<file path="config.mk">
export PLATFORM = sky130hd
export DESIGN_NAME = frame_dma_writer_flat
export DESIGN_NICKNAME = d
export VERILOG_FILES = /design/src/rtl/frame_dma_pkg.sv /design/src/rtl/frame_dma_writer_if.sv /design/src/rtl/frame_dma_fifo.sv /design/src/rtl/frame_dma_writer.sv /design/src/flat_wrapper.sv
export SDC_FILE = /design/constraint.sdc
export NUM_CORES = 2
export LEC_CHECK = 0
export CAP_MARGIN = 20
export CELL_PAD_IN_SITES_DETAIL_PLACEMENT = 1
export CELL_PAD_IN_SITES_GLOBAL_PLACEMENT = 1
export CORE_MARGIN = 1.5
export CORE_UTILIZATION = 48
export DETAILED_ROUTE_END_ITERATION = 7
export PLACE_DENSITY = 0.77
export SETUP_SLACK_MARGIN = 0.5
export SYNTH_ARGS = -nofsm -noshare
export SYNTH_HDL_FRONTEND = slang
export SYNTH_SLANG_ARGS = --single-unit
</file>
<file path="constraint.sdc">
create_clock -name clk -period 5.95 [get_ports clk]
set_clock_uncertainty 0.15 [all_clocks]
set_input_delay 1.19 -clock clk [delete_from_list [all_inputs] [get_ports clk]]
set_output_delay 1.19 -clock clk [all_outputs]
set_load 0.005 [all_outputs]
</file>
<file path="src/rtl/frame_dma_pkg.sv">
// Shared types and helpers for the frame DMA writer.
package frame_dma_pkg;

  typedef enum logic [2:0] {
    ST_IDLE,
    ST_SYNC,
    ST_WAIT_DATA,
    ST_BURST,
    ST_DONE
  } state_t;

  localparam int DEF_DATA_W     = 32;
  localparam int BYTES_PER_WORD = DEF_DATA_W / 8;

  // Width of avm_burstcount: must be able to hold the value BURST_LEN itself.
  function automatic int bc_width(input int burst_len);
    return $clog2(burst_len) + 1;
  endfunction

endpackage

</file>
<file path="src/rtl/frame_dma_writer_if.sv">
// Pixel stream input plus Avalon-MM burst write bus of the frame DMA writer.
//
// Handshakes: a stream word moves on a clock edge where in_valid && in_ready;
// an Avalon beat completes on a clock edge where avm_write && !avm_waitrequest,
// and while avm_waitrequest is high the master holds avm_address,
// avm_burstcount and avm_writedata stable.
interface frame_dma_writer_if #(
  parameter int DATA_W    = 32,
  parameter int ADDR_W    = 32,
  parameter int BURST_LEN = 16
);
  import frame_dma_pkg::*;

  localparam int BC_W = bc_width(BURST_LEN);

  logic [DATA_W-1:0] in_data;
  logic              in_valid;
  logic              in_sof;
  logic              in_ready;

  logic [ADDR_W-1:0] avm_address;
  logic              avm_write;
  logic [DATA_W-1:0] avm_writedata;
  logic [BC_W-1:0]   avm_burstcount;
  logic              avm_waitrequest;

  // DMA side: consumes the stream, drives the Avalon master
  modport master (
    input  in_data, in_valid, in_sof, avm_waitrequest,
    output in_ready, avm_address, avm_write, avm_writedata, avm_burstcount
  );

  // Environment side: camera stream source and Avalon interconnect
  modport slave (
    output in_data, in_valid, in_sof, avm_waitrequest,
    input  in_ready, avm_address, avm_write, avm_writedata, avm_burstcount
  );

endinterface

</file>
<file path="src/rtl/frame_dma_fifo.sv">
// Synchronous first-word-fall-through FIFO: dout always shows the head entry.
module frame_dma_fifo #(
  parameter int DATA_W     = 32,
  parameter int FIFO_DEPTH = 32
) (
  input  logic                          clk,
  input  logic                          reset_n,
  input  logic                          push,
  input  logic [DATA_W-1:0]             din,
  input  logic                          pop,
  output logic [DATA_W-1:0]             dout,
  output logic                          full,
  output logic                          empty,
  output logic [$clog2(FIFO_DEPTH):0]   count
);
  localparam int AW = $clog2(FIFO_DEPTH);

  logic [DATA_W-1:0] mem [FIFO_DEPTH];
  logic [AW-1:0]     wr_ptr;
  logic [AW-1:0]     rd_ptr;
  logic              do_push;
  logic              do_pop;

  assign full    = (count == (AW+1)'(FIFO_DEPTH));
  assign empty   = (count == '0);
  assign do_push = push && !full;
  assign do_pop  = pop && !empty;
  assign dout    = mem[rd_ptr];

  // Storage write; contents need no reset because count gates visibility
  always_ff @(posedge clk) begin
    if (do_push) mem[wr_ptr] <= din;
  end

  // Pointer and occupancy tracking; simultaneous push and pop keep count
  always_ff @(posedge clk) begin
    if (!reset_n) begin
      wr_ptr <= '0;
      rd_ptr <= '0;
      count  <= '0;
    end else begin
      if (do_push) wr_ptr <= wr_ptr + AW'(1);
      if (do_pop)  rd_ptr <= rd_ptr + AW'(1);
      count <= count + (AW+1)'(do_push) - (AW+1)'(do_pop);
    end
  end

endmodule

</file>
<file path="src/rtl/frame_dma_writer.sv">
// Frame DMA writer: buffers one frame of pixel words and writes it to memory
// as fixed-length Avalon-MM bursts (short final burst for a remainder).
// Optional build macro FRAME_DMA_SOF_SYNC_EN: after start, discard stream
// words until one arrives with in_sof set; that word is the frame's first.
module frame_dma_writer
  import frame_dma_pkg::*;
#(
  parameter int DATA_W     = 32,
  parameter int ADDR_W     = 32,
  parameter int BURST_LEN  = 16,
  parameter int FIFO_DEPTH = 32,
  parameter int CNT_W      = 24
) (
  input  logic                 clk,
  input  logic                 reset_n,
  input  logic                 start,
  input  logic [ADDR_W-1:0]    frame_base,
  input  logic [CNT_W-1:0]     frame_words,
  output logic                 busy,
  output logic                 done,
  output state_t               fsm_state,
  frame_dma_writer_if.master   bus
);
  localparam int BC_W = bc_width(BURST_LEN);
  localparam int FC_W = $clog2(FIFO_DEPTH) + 1;
  localparam int BPW  = DATA_W / 8;

  state_t            state;
  logic [ADDR_W-1:0] addr_q;
  logic [CNT_W-1:0]  frame_words_q;
  logic [CNT_W-1:0]  acc_cnt;
  logic [CNT_W-1:0]  wr_cnt;
  logic [BC_W-1:0]   beat_cnt;

  logic              avm_write_q;
  logic [ADDR_W-1:0] avm_address_q;
  logic [BC_W-1:0]   avm_burstcount_q;
  logic [DATA_W-1:0] avm_writedata_q;

  logic              fifo_push;
  logic              fifo_pop;
  logic              fifo_full;
  logic              fifo_empty;
  logic [DATA_W-1:0] fifo_dout;
  logic [FC_W-1:0]   fifo_count;

  logic [CNT_W-1:0]  rem;
  logic [BC_W-1:0]   blen_next;
  logic              burst_go;
  logic              beat_done;
  logic              beat_last;
  logic              in_ready_int;

  frame_dma_fifo #(
    .DATA_W     (DATA_W),
    .FIFO_DEPTH (FIFO_DEPTH)
  ) u_fifo (
    .clk     (clk),
    .reset_n (reset_n),
    .push    (fifo_push),
    .din     (bus.in_data),
    .pop     (fifo_pop),
    .dout    (fifo_dout),
    .full    (fifo_full),
    .empty   (fifo_empty),
    .count   (fifo_count)
  );

  // Next burst length: a full burst, or whatever is left of the frame
  assign rem       = frame_words_q - wr_cnt;
  assign blen_next = (rem >= CNT_W'(BURST_LEN)) ? BC_W'(BURST_LEN) : rem[BC_W-1:0];

  // A burst only starts once all of its words sit in the FIFO
  assign burst_go  = (state == ST_WAIT_DATA) && !fifo_empty &&
                     (32'(fifo_count) >= 32'(blen_next));
  assign beat_done = avm_write_q && !bus.avm_waitrequest;
  assign beat_last = beat_done && (beat_cnt == avm_burstcount_q - BC_W'(1));

  // The writedata register is the presentation stage: a word leaves the FIFO
  // when it is loaded there, i.e. at burst start and after each non-final beat
  assign fifo_pop  = burst_go || (beat_done && !beat_last);

  // Words beyond the frame length are back-pressured, never dropped
  assign in_ready_int = busy && !fifo_full && (acc_cnt < frame_words_q);

`ifdef FRAME_DMA_SOF_SYNC_EN
  // While synchronising, every offered word is consumed but only SOF is kept
  assign fifo_push = bus.in_valid && in_ready_int &&
                     ((state != ST_SYNC) || bus.in_sof);
`else
  logic sof_unused;
  assign sof_unused = bus.in_sof;
  assign fifo_push  = bus.in_valid && in_ready_int;
`endif

  assign bus.in_ready       = in_ready_int;
  assign bus.avm_write      = avm_write_q;
  assign bus.avm_address    = avm_address_q;
  assign bus.avm_burstcount = avm_burstcount_q;
  assign bus.avm_writedata  = avm_writedata_q;
  assign fsm_state          = state;

  // Frame sequencing, counters and registered Avalon outputs
  always_ff @(posedge clk) begin
    if (!reset_n) begin
      state            <= ST_IDLE;
      busy             <= 1'b0;
      done             <= 1'b0;
      addr_q           <= '0;
      frame_words_q    <= '0;
      acc_cnt          <= '0;
      wr_cnt           <= '0;
      beat_cnt         <= '0;
      avm_write_q      <= 1'b0;
      avm_address_q    <= '0;
      avm_burstcount_q <= '0;
      avm_writedata_q  <= '0;
    end else begin
      done <= 1'b0;
      if (fifo_push) acc_cnt <= acc_cnt + CNT_W'(1);

      case (state)
        ST_IDLE: begin
          if (start) begin
            addr_q        <= frame_base;
            frame_words_q <= frame_words;
            acc_cnt       <= '0;
            wr_cnt        <= '0;
            if (frame_words == '0) begin
              state <= ST_DONE;
              done  <= 1'b1;
              busy  <= 1'b0;
            end else begin
              busy <= 1'b1;
`ifdef FRAME_DMA_SOF_SYNC_EN
              state <= ST_SYNC;
`else
              state <= ST_WAIT_DATA;
`endif
            end
          end
        end

        ST_SYNC: begin
          if (fifo_push) state <= ST_WAIT_DATA;
        end

        ST_WAIT_DATA: begin
          if (burst_go) begin
            state            <= ST_BURST;
            avm_write_q      <= 1'b1;
            avm_address_q    <= addr_q;
            avm_burstcount_q <= blen_next;
            avm_writedata_q  <= fifo_dout;
            beat_cnt         <= '0;
          end
        end

        ST_BURST: begin
          if (beat_done) begin
            wr_cnt <= wr_cnt + CNT_W'(1);
            if (beat_last) begin
              avm_write_q <= 1'b0;
              addr_q      <= addr_q + ADDR_W'(avm_burstcount_q) * ADDR_W'(BPW);
              if (wr_cnt + CNT_W'(1) == frame_words_q) begin
                state <= ST_DONE;
                done  <= 1'b1;
                busy  <= 1'b0;
              end else begin
                state <= ST_WAIT_DATA;
              end
            end else begin
              beat_cnt        <= beat_cnt + BC_W'(1);
              avm_writedata_q <= fifo_dout;
            end
          end
        end

        ST_DONE: begin
          state <= ST_IDLE;
        end

        default: begin
          state <= ST_IDLE;
        end
      endcase
    end
  end

endmodule

</file>
<file path="src/flat_wrapper.sv">
// flat-port wrapper written by rule: the top's interface ports become plain ports
module frame_dma_writer_flat import frame_dma_pkg::*;
#(
  parameter int DATA_W     = 32,
  parameter int ADDR_W     = 32,
  parameter int BURST_LEN  = 16,
  parameter int FIFO_DEPTH = 32,
  parameter int CNT_W      = 24
)
  (clk, reset_n, start, frame_base, frame_words, busy, done, fsm_state, bus_in_data, bus_in_valid, bus_in_sof, bus_avm_waitrequest, bus_in_ready, bus_avm_address, bus_avm_write, bus_avm_writedata, bus_avm_burstcount);
  frame_dma_writer_if #(.DATA_W(DATA_W), .ADDR_W(ADDR_W), .BURST_LEN(BURST_LEN)) bus_i ();
  input  logic clk;
  input  logic reset_n;
  input  logic start;
  input  logic [ADDR_W-1:0] frame_base;
  input  logic [CNT_W-1:0] frame_words;
  output logic busy;
  output logic done;
  output state_t fsm_state;
  input wire logic [$bits(bus_i.in_data)-1:0] bus_in_data;
  input wire logic [$bits(bus_i.in_valid)-1:0] bus_in_valid;
  input wire logic [$bits(bus_i.in_sof)-1:0] bus_in_sof;
  input wire logic [$bits(bus_i.avm_waitrequest)-1:0] bus_avm_waitrequest;
  output wire logic [$bits(bus_i.in_ready)-1:0] bus_in_ready;
  output wire logic [$bits(bus_i.avm_address)-1:0] bus_avm_address;
  output wire logic [$bits(bus_i.avm_write)-1:0] bus_avm_write;
  output wire logic [$bits(bus_i.avm_writedata)-1:0] bus_avm_writedata;
  output wire logic [$bits(bus_i.avm_burstcount)-1:0] bus_avm_burstcount;
  assign bus_i.in_data = bus_in_data;
  assign bus_i.in_valid = bus_in_valid;
  assign bus_i.in_sof = bus_in_sof;
  assign bus_i.avm_waitrequest = bus_avm_waitrequest;
  assign bus_in_ready = bus_i.in_ready;
  assign bus_avm_address = bus_i.avm_address;
  assign bus_avm_write = bus_i.avm_write;
  assign bus_avm_writedata = bus_i.avm_writedata;
  assign bus_avm_burstcount = bus_i.avm_burstcount;
  frame_dma_writer #(.DATA_W(DATA_W), .ADDR_W(ADDR_W), .BURST_LEN(BURST_LEN), .FIFO_DEPTH(FIFO_DEPTH), .CNT_W(CNT_W)) u_core (.clk(clk), .reset_n(reset_n), .start(start), .frame_base(frame_base), .frame_words(frame_words), .busy(busy), .done(done), .fsm_state(fsm_state), .bus(bus_i));
endmodule
</file>
; ---- Word level (Yosys, flattened, before mapping)
; Memory sizes are Yosys's and may differ from the RTL's. A register that Yosys moved wholly into a read port is not among the register bits.
; Cells that the tools add are included.
[word_totals]
regBits = 200
mem_bits_rw = 1024
inputBits = 94
wordCells = 117
memories = 1
[memory_table]
columns = name, depth, word_bits, rd, rd_clocked_by_memory_dff, write_ports, line
row1 = u_core.u_fifo.mem, 32, 32, 1, 1, 1, frame_dma_fifo.sv:18  ; logic [DATA_W-1:0] mem [FIFO_DEPTH];
[op_classes]
n_addsub = 10
magnitude_cmp = 3
eq_ne = 13
muxes = 47
n_reduce_logical = 28
[op_table]
columns = op, count
row1 = $mux W32, 6
row2 = $pmux W32 S2, 2
row3 = $mux W24, 5
row4 = $add A24 B1 Y24 const B, 2
row5 = $pmux W24 S2, 1
row6 = $add A32 B7 Y32, 1
row7 = $mux W5, 6
row8 = $eq A24 B24 Y1, 1
row9 = $ge A24 B5 Y1 const B, 1
row10 = $logic_not A24 Y1, 1
row11 = $lt A24 B24 Y1, 1
row12 = $sub A24 B24 Y24, 1
row13 = $mux W3, 7
row14 = $add A5 B1 Y5 const B, 3
row15 = $mux W1, 15
row16 = $pmux W3 S4, 1
row17 = $reduce_and A4 Y1, 3
row18 = $logic_and A1 B1 Y1, 10
row19 = $pmux W5 S2, 1
row20 = $reduce_and A5 Y1, 2
row21 = $ne A2 B1 Y1 const B, 4
row22 = $add A6 B1 Y6, 1
row23 = $eq A3 B2 Y1 const B, 2
row24 = $eq A6 B6 Y1 const B, 1
row25 = other kinds (14), 23

; ---- Longest topological paths before layout
[depth]
ltp_word = 9
mapped_depth = 33

; ---- Modules after synthesis
; Synthesis repeated with hierarchy kept, for this count alone.
[hier_totals]
hier_cells = 3587
hier_area_um2 = 52063.7
[modules_own_cells]
columns = module, instances, cells_each, area_per_inst_um2, seq_area_each_um2
row1 = frame_dma_fifo, 1, 2042, 40317.4, 31169.9
row2 = frame_dma_writer, 1, 1545, 11746.3, 3683.5

; ---- Worst setup path before layout
; No wires, ideal clock.
[synth_path]
path_type = reg-to-reg
startpoint = reg u_core.wr_cnt[3]
endpoint = reg u_core.u_fifo.count[4]
setup_ns = 0.128
arrival_time_ns = 5.990
t_required_ns = 5.672
slack_ns = -0.318
path_stages_with_launch = 34
path_buffers = 4
path_cell_list = dfxtp_1 buf_2 inv_1 ha_1 buf_2 a21o_1 a21oi_2 nand2_1 a211o_1 a311o_1 o31a_1 a211oi_1 o2111a_1 buf_6 and2b_1 ha_1 nand2b_1 a21o_1 a21o_1 a2111oi_0 or4_1 clkbuf_1 nand2_1 ha_1 inv_1 ha_1 inv_1 fa_1 inv_1 a21oi_1 nor2_1 nor2_1 xor2_1 nor2_1
[synth_via]
elab_chain_len = 8
[synth_rtl]
columns = item, line
row1 = "start, declared", frame_dma_writer.sv:32  ; logic [CNT_W-1:0] wr_cnt;
row2 = "start signal, assigned", frame_dma_writer.sv:161  ; wr_cnt <= wr_cnt + CNT_W'(1);
row3 = $sub A24 B24 Y24, frame_dma_writer.sv:70  ; assign rem = frame_words_q - wr_cnt;
row4 = $ge A24 B5 Y1, frame_dma_writer.sv:71  ; assign blen_next = (rem >= CNT_W'(BURST_LEN)) ? BC_W'(BURST_LEN) : rem[BC_W-1:0];
row5 = $mux W5, frame_dma_writer.sv:71
row6 = named net u_core.blen_next[0], frame_dma_writer.sv:48  ; logic [BC_W-1:0] blen_next;
row7 = $ge A6 B5 Y1, frame_dma_writer.sv:75  ; (32'(fifo_count) >= 32'(blen_next));
row8 = $logic_and A1 B1 Y1, frame_dma_writer.sv:74  ; assign burst_go = (state == ST_WAIT_DATA) && !fifo_empty &&
row9 = $logic_or A1 B1 Y1, frame_dma_writer.sv:81  ; assign fifo_pop = burst_go || (beat_done && !beat_last);
row10 = $logic_and A1 B1 Y1, frame_dma_fifo.sv:27  ; assign do_pop = pop && !empty;
row11 = $sub A6 B1 Y6, frame_dma_fifo.sv:44  ; count <= count + (AW+1)'(do_push) - (AW+1)'(do_pop);
row12 = "end signal, assigned", frame_dma_fifo.sv:44
row13 = "end, declared", frame_dma_fifo.sv:14  ; output logic [$clog2(FIFO_DEPTH):0] count
; The timed path passes the listed nets, and every way through them passes these cells.
; A chain may end at the register's enable or synchronous reset.

; ---- Worst setup path after layout
[layout_path]
startpoint = reg u_core.wr_cnt[2]
endpoint = reg u_core.u_fifo.count[4]
[layout_via]
elab_chain_len = 8
[layout_rtl]
columns = item, line
row1 = $sub A24 B24 Y24 (*), frame_dma_writer.sv:70
row2 = $ge A24 B5 Y1, frame_dma_writer.sv:71
row3 = $mux W5 (*), frame_dma_writer.sv:71
row4 = $ge A6 B5 Y1 (*), frame_dma_writer.sv:75
row5 = $logic_and A1 B1 Y1 (*), frame_dma_writer.sv:74
row6 = $logic_or A1 B1 Y1 (*), frame_dma_writer.sv:81
row7 = $logic_and A1 B1 Y1 (*), frame_dma_fifo.sv:27
row8 = $sub A6 B1 Y6 (*), frame_dma_fifo.sv:44
; Every way passes the cells marked *; elsewhere a longest branch is shown, timed or not.

==> summary.md <==
| Metric | Value |
|---|---|
| HPWL after DPL | around 84 mm |
| Crit Path Class | register to register |
| Final setup violation count | 0 |
| Total GRT Usage | 26.4% |
| Drt pass-1 iters | 5 |
| Global-route wire length before repair | 209 mm |
| Total gr overflow | 0 |
| Synth top area cells | edfxtp_1, mux4_2, dfxtp_1 |
| Layout area overhead | 17.2% |
| Max incr delay on CP | around 600 ps |
| Iteration-0 DRC Markers | 2840 |
| Die H | 328 microns |
| Minimum clock period | roughly 5800 ps |
| Outcome | finished clean |
| Main synth FF type | edfxtp_1 |
| Root buffer cell | clkbuf_16 |
| Post-Syn Nets | 3197 |
| Worst-Skew Late Latency | 750 ps |
| Async set or reset register ratio after synthesis | 0% |
| Clock Sinks | 1229 |
| Share of cells above drive strength 1 | 23.8% |
| Worst hold stages | 2 |
| DRT antenna net count | 0 |
| EDFF count, synth | 1024 |
| DR vias | 29.9k |
| Worst Max-Slew Pin Slew | 1110 ps |
| FF-to-FF setup slack | 120 ps |
| H-tree levels | 3 |
| Die Area | around 110000 sq um |
| Max Buffers Root-to-Sink | 3 |
| Slowest-stage cell, CP | or4_4 |
| Number of global-route vias before repair | roughly 32k |
| Hold wc startpoint | u_core.bus.avm_address[5] |
| Leakage dissipation | 19.2 nW |
| Final Cell Area | 59600 sq um |
| R2r startpoint | u_core.wr_cnt[2] |
| Reg clk slew, reported paths | 60 ps |
| Total Power | 22.9 mW |
| MaxCap Viol Count | 0 |
| Max VDD drop | ~0.31 mV |
| Top cell type's share of synthesized area | 60.5% |
| Top post-synthesis cells by count | edfxtp_1, mux4_2, dfxtp_1, nand2_1, nor2_1 |
| Avg Inst Size Synth | 16.8 sq um |
| Post-Syn Area | 50800 sq um |
| Initial core utilization | 48.4% |
| Worst setup EP type | register |
| Required time of the critical path | 6310 ps |
| WHS | 308 ps |
| RSZ-0062 raised after global routing | yes |
| DR WL/cell | 29.5 microns |
| Std cell rows | 119 |
| Slew Viols, Final | 0 |
| Period utilisation layout | between 90% and 100% |
| Crit path max-delay family | simple AND/OR/NAND/NOR gates |
| Min-Delay Path Class | register to register |
| DRT Wirelength | 142 mm |
| CP max FO | 3 |
| Sequential share of the synthesized area | 68.6% |
| P per Cell Area | 384 nW/um^2 |
| Placed cell areas | 55000 sq um |
| Number of synthesized register bits | 1229 |
| Dominant cell type by area after synthesis | edfxtp_1 |
| Cell count after synthesis | 3026 |
| Die W | 328 microns |
| Bufs and invs on worst path | 8 |
| Nets | 3479 |
| # IOs | 170 |
| Worst-case reg-to-reg path depth | 32 |
| GPL Wtd Cong | 0.879 |
| Final hold vios | 0 |
| Worst EP arrival | 6190 ps |
| Most frequent cell after synthesis | edfxtp_1 |
| Critical Path Source Type | register |
| Largest net degree at the start of global routing | 89 |
| Distinct cells, synth | 84 |
| DRC violations left | 0 |
| Max Clock Freq | 0.172 GHz |
| I/O Buffers | between 150 and 200 |
| TritonCTS clock tree | done |
| Worst r2r dst | u_core.u_fifo.count[4] |
| Max-Slew Margin vs Limit | 25.4% |
| Initial antenna violation count | 5 |
| TritonCTS Buffers | 120 |
| Via density | around 6.2 |
| Floorplan Core Area | roughly 110000 sq um |
| Yosys warns | 0 |
| Worst Hold Endpoint | u_core.bus.avm_address[5] |
| Hold_buf cts | 0 |
final cells by class:
type,count,area (sq um)
antenna,4,10.0
clock buffer,154,3210
clock inverter,71,962
fill,9587,45500
inverter,74,283
multi-input combinational,1551,15500
sequential,1229,34900
tap,1391,1740
timing repair buffer,332,3050
stage by stage:
| stage | utilization (%) | setup WS [ps] | setup TNS (ps) | std cells |
|---|---|---|---|---|
| finish | 56.7 | 125 | 0 | 4806 |
| global route | 56.7 | -145 | -170 | 4802 |
| CTS | 56.5 | 157 | 0 | 4794 |
| detailed placement | 52.3 | -194 | -326 | 4562 |
| global placement | 52.3 | -205 | -232 | 4562 |
| floorplan | - | 315 | 0 | 3026 |
cell families (layout without fill, tap and decap cells):
kind of cell	Yosys count	count (layout)	share of synthesized area [%]
buffers and inverters	246	631	1.88
xor gates and xnor gates	93	93	1.60
AOI/OAI and AO/OA	389	389	4.96
muxes	360	360	15.0
DFF	1229	1229	68.6
and+or+nand+nor	632	632	6.10
other	0	4	0
adders and majority gates	77	77	1.94
cell usage in the layout, fill, tap and decap left out, types with 11 or more instances in the layout:
| cell type | count |
|---|---|
| clkbuf_1 | 26 |
| a211oi_1 | 36 |
| edfxtp_1 | 1024 |
| nor4_1 | 17 |
| buf_4 | 152 |
| and4_1 | 11 |
| inv_1 | 68 |
| and2_1 | 13 |
| clkbuf_16 | 121 |
| clkinv_2 | 20 |
| mux4_2 | 320 |
| nor3_1 | 27 |
| ha_1 | 61 |
| a21o_1 | 23 |
| clkdlybuf4s50_1 | 167 |
| a21oi_1 | 140 |
| xor2_1 | 51 |
| nand3_1 | 38 |
| xnor2_1 | 41 |
| bufinv_16 | 19 |
| and3_2 | 34 |
| nand4_1 | 36 |
| nand2_1 | 199 |
| and3_1 | 23 |
| clkinv_1 | 15 |
| nor2b_1 | 19 |
| o21ai_0 | 53 |
| dfxtp_1 | 195 |
| nor2_1 | 146 |
| mux2i_1 | 38 |
| or3_1 | 11 |
| a31oi_1 | 15 |
tightest hold or removal path, cell delays in order, from the launching register on:
cell,delay (ps)
dfxtp_1,310
nand2_1,50
a21oi_1,50
per-layer routing:
| metal | global-route usage, % | up-vias | wire, microns |
|---|---|---|---|
| met1 | 33.3 | 15700 | 53600 |
| li1 | - | 12600 | - |
| met3 | 4.05 | 269 | 9420 |
| met4 | 8.49 | 2 | 4500 |
| met5 | 0 | - | 13 |
| met2 | 46.9 | 1329 | 74500 |
what timing repair did:
action                                  4_1_cts  5_1_grt
hold endpoints to repair                      0        0
buffers inserted                              7        4
resized for setup                            32       25
pin swaps                                    27       25
endpoints found under the setup margin       48       45
gates cloned                                  0        0
registers in the layout, summed over array words and instances, names as in the netlist, 3 cells and up, named ones only:
name,cells
u_core.acc_cnt,24
u_core.addr_q,32
u_core.beat_cnt,5
u_core.bus.avm_address,32
u_core.bus.avm_burstcount,5
u_core.bus.avm_writedata,32
u_core.frame_words_q,24
u_core.fsm_state,3
u_core.u_fifo.count,6
u_core.u_fifo.mem,1024
u_core.u_fifo.rd_ptr,5
u_core.u_fifo.wr_ptr,5
u_core.wr_cnt,24
power breakdown:
group / internal, mW / leakage, nW / switching, mW
logic: 2.48 / 6.26 / 2.47
registers: 9.58 / 10.9 / 0.303
clock network: 4.66 / 2.02 / 3.38
total: 16.7 / 19.2 / 6.15
worst max path at each step:
stage	from	endpoint	slack (ps)	depth (start not counted)
CTS	u_core.frame_words_q[0]	u_core.u_fifo.count[5]	160	28
global route	u_core.wr_cnt[2]	u_core.u_fifo.count[4]	-150	32
floorplan	u_core.wr_cnt[3]	u_core.u_fifo.count[4]	320	33
finish	u_core.wr_cnt[2]	u_core.u_fifo.count[4]	120	32
global placement	u_core.frame_words_q[0]	u_core.u_fifo.count[4]	-210	31
detailed placement	u_core.frame_words_q[0]	u_core.u_fifo.count[4]	-190	31
No activity file was read; power rests on OpenSTA's default activity.
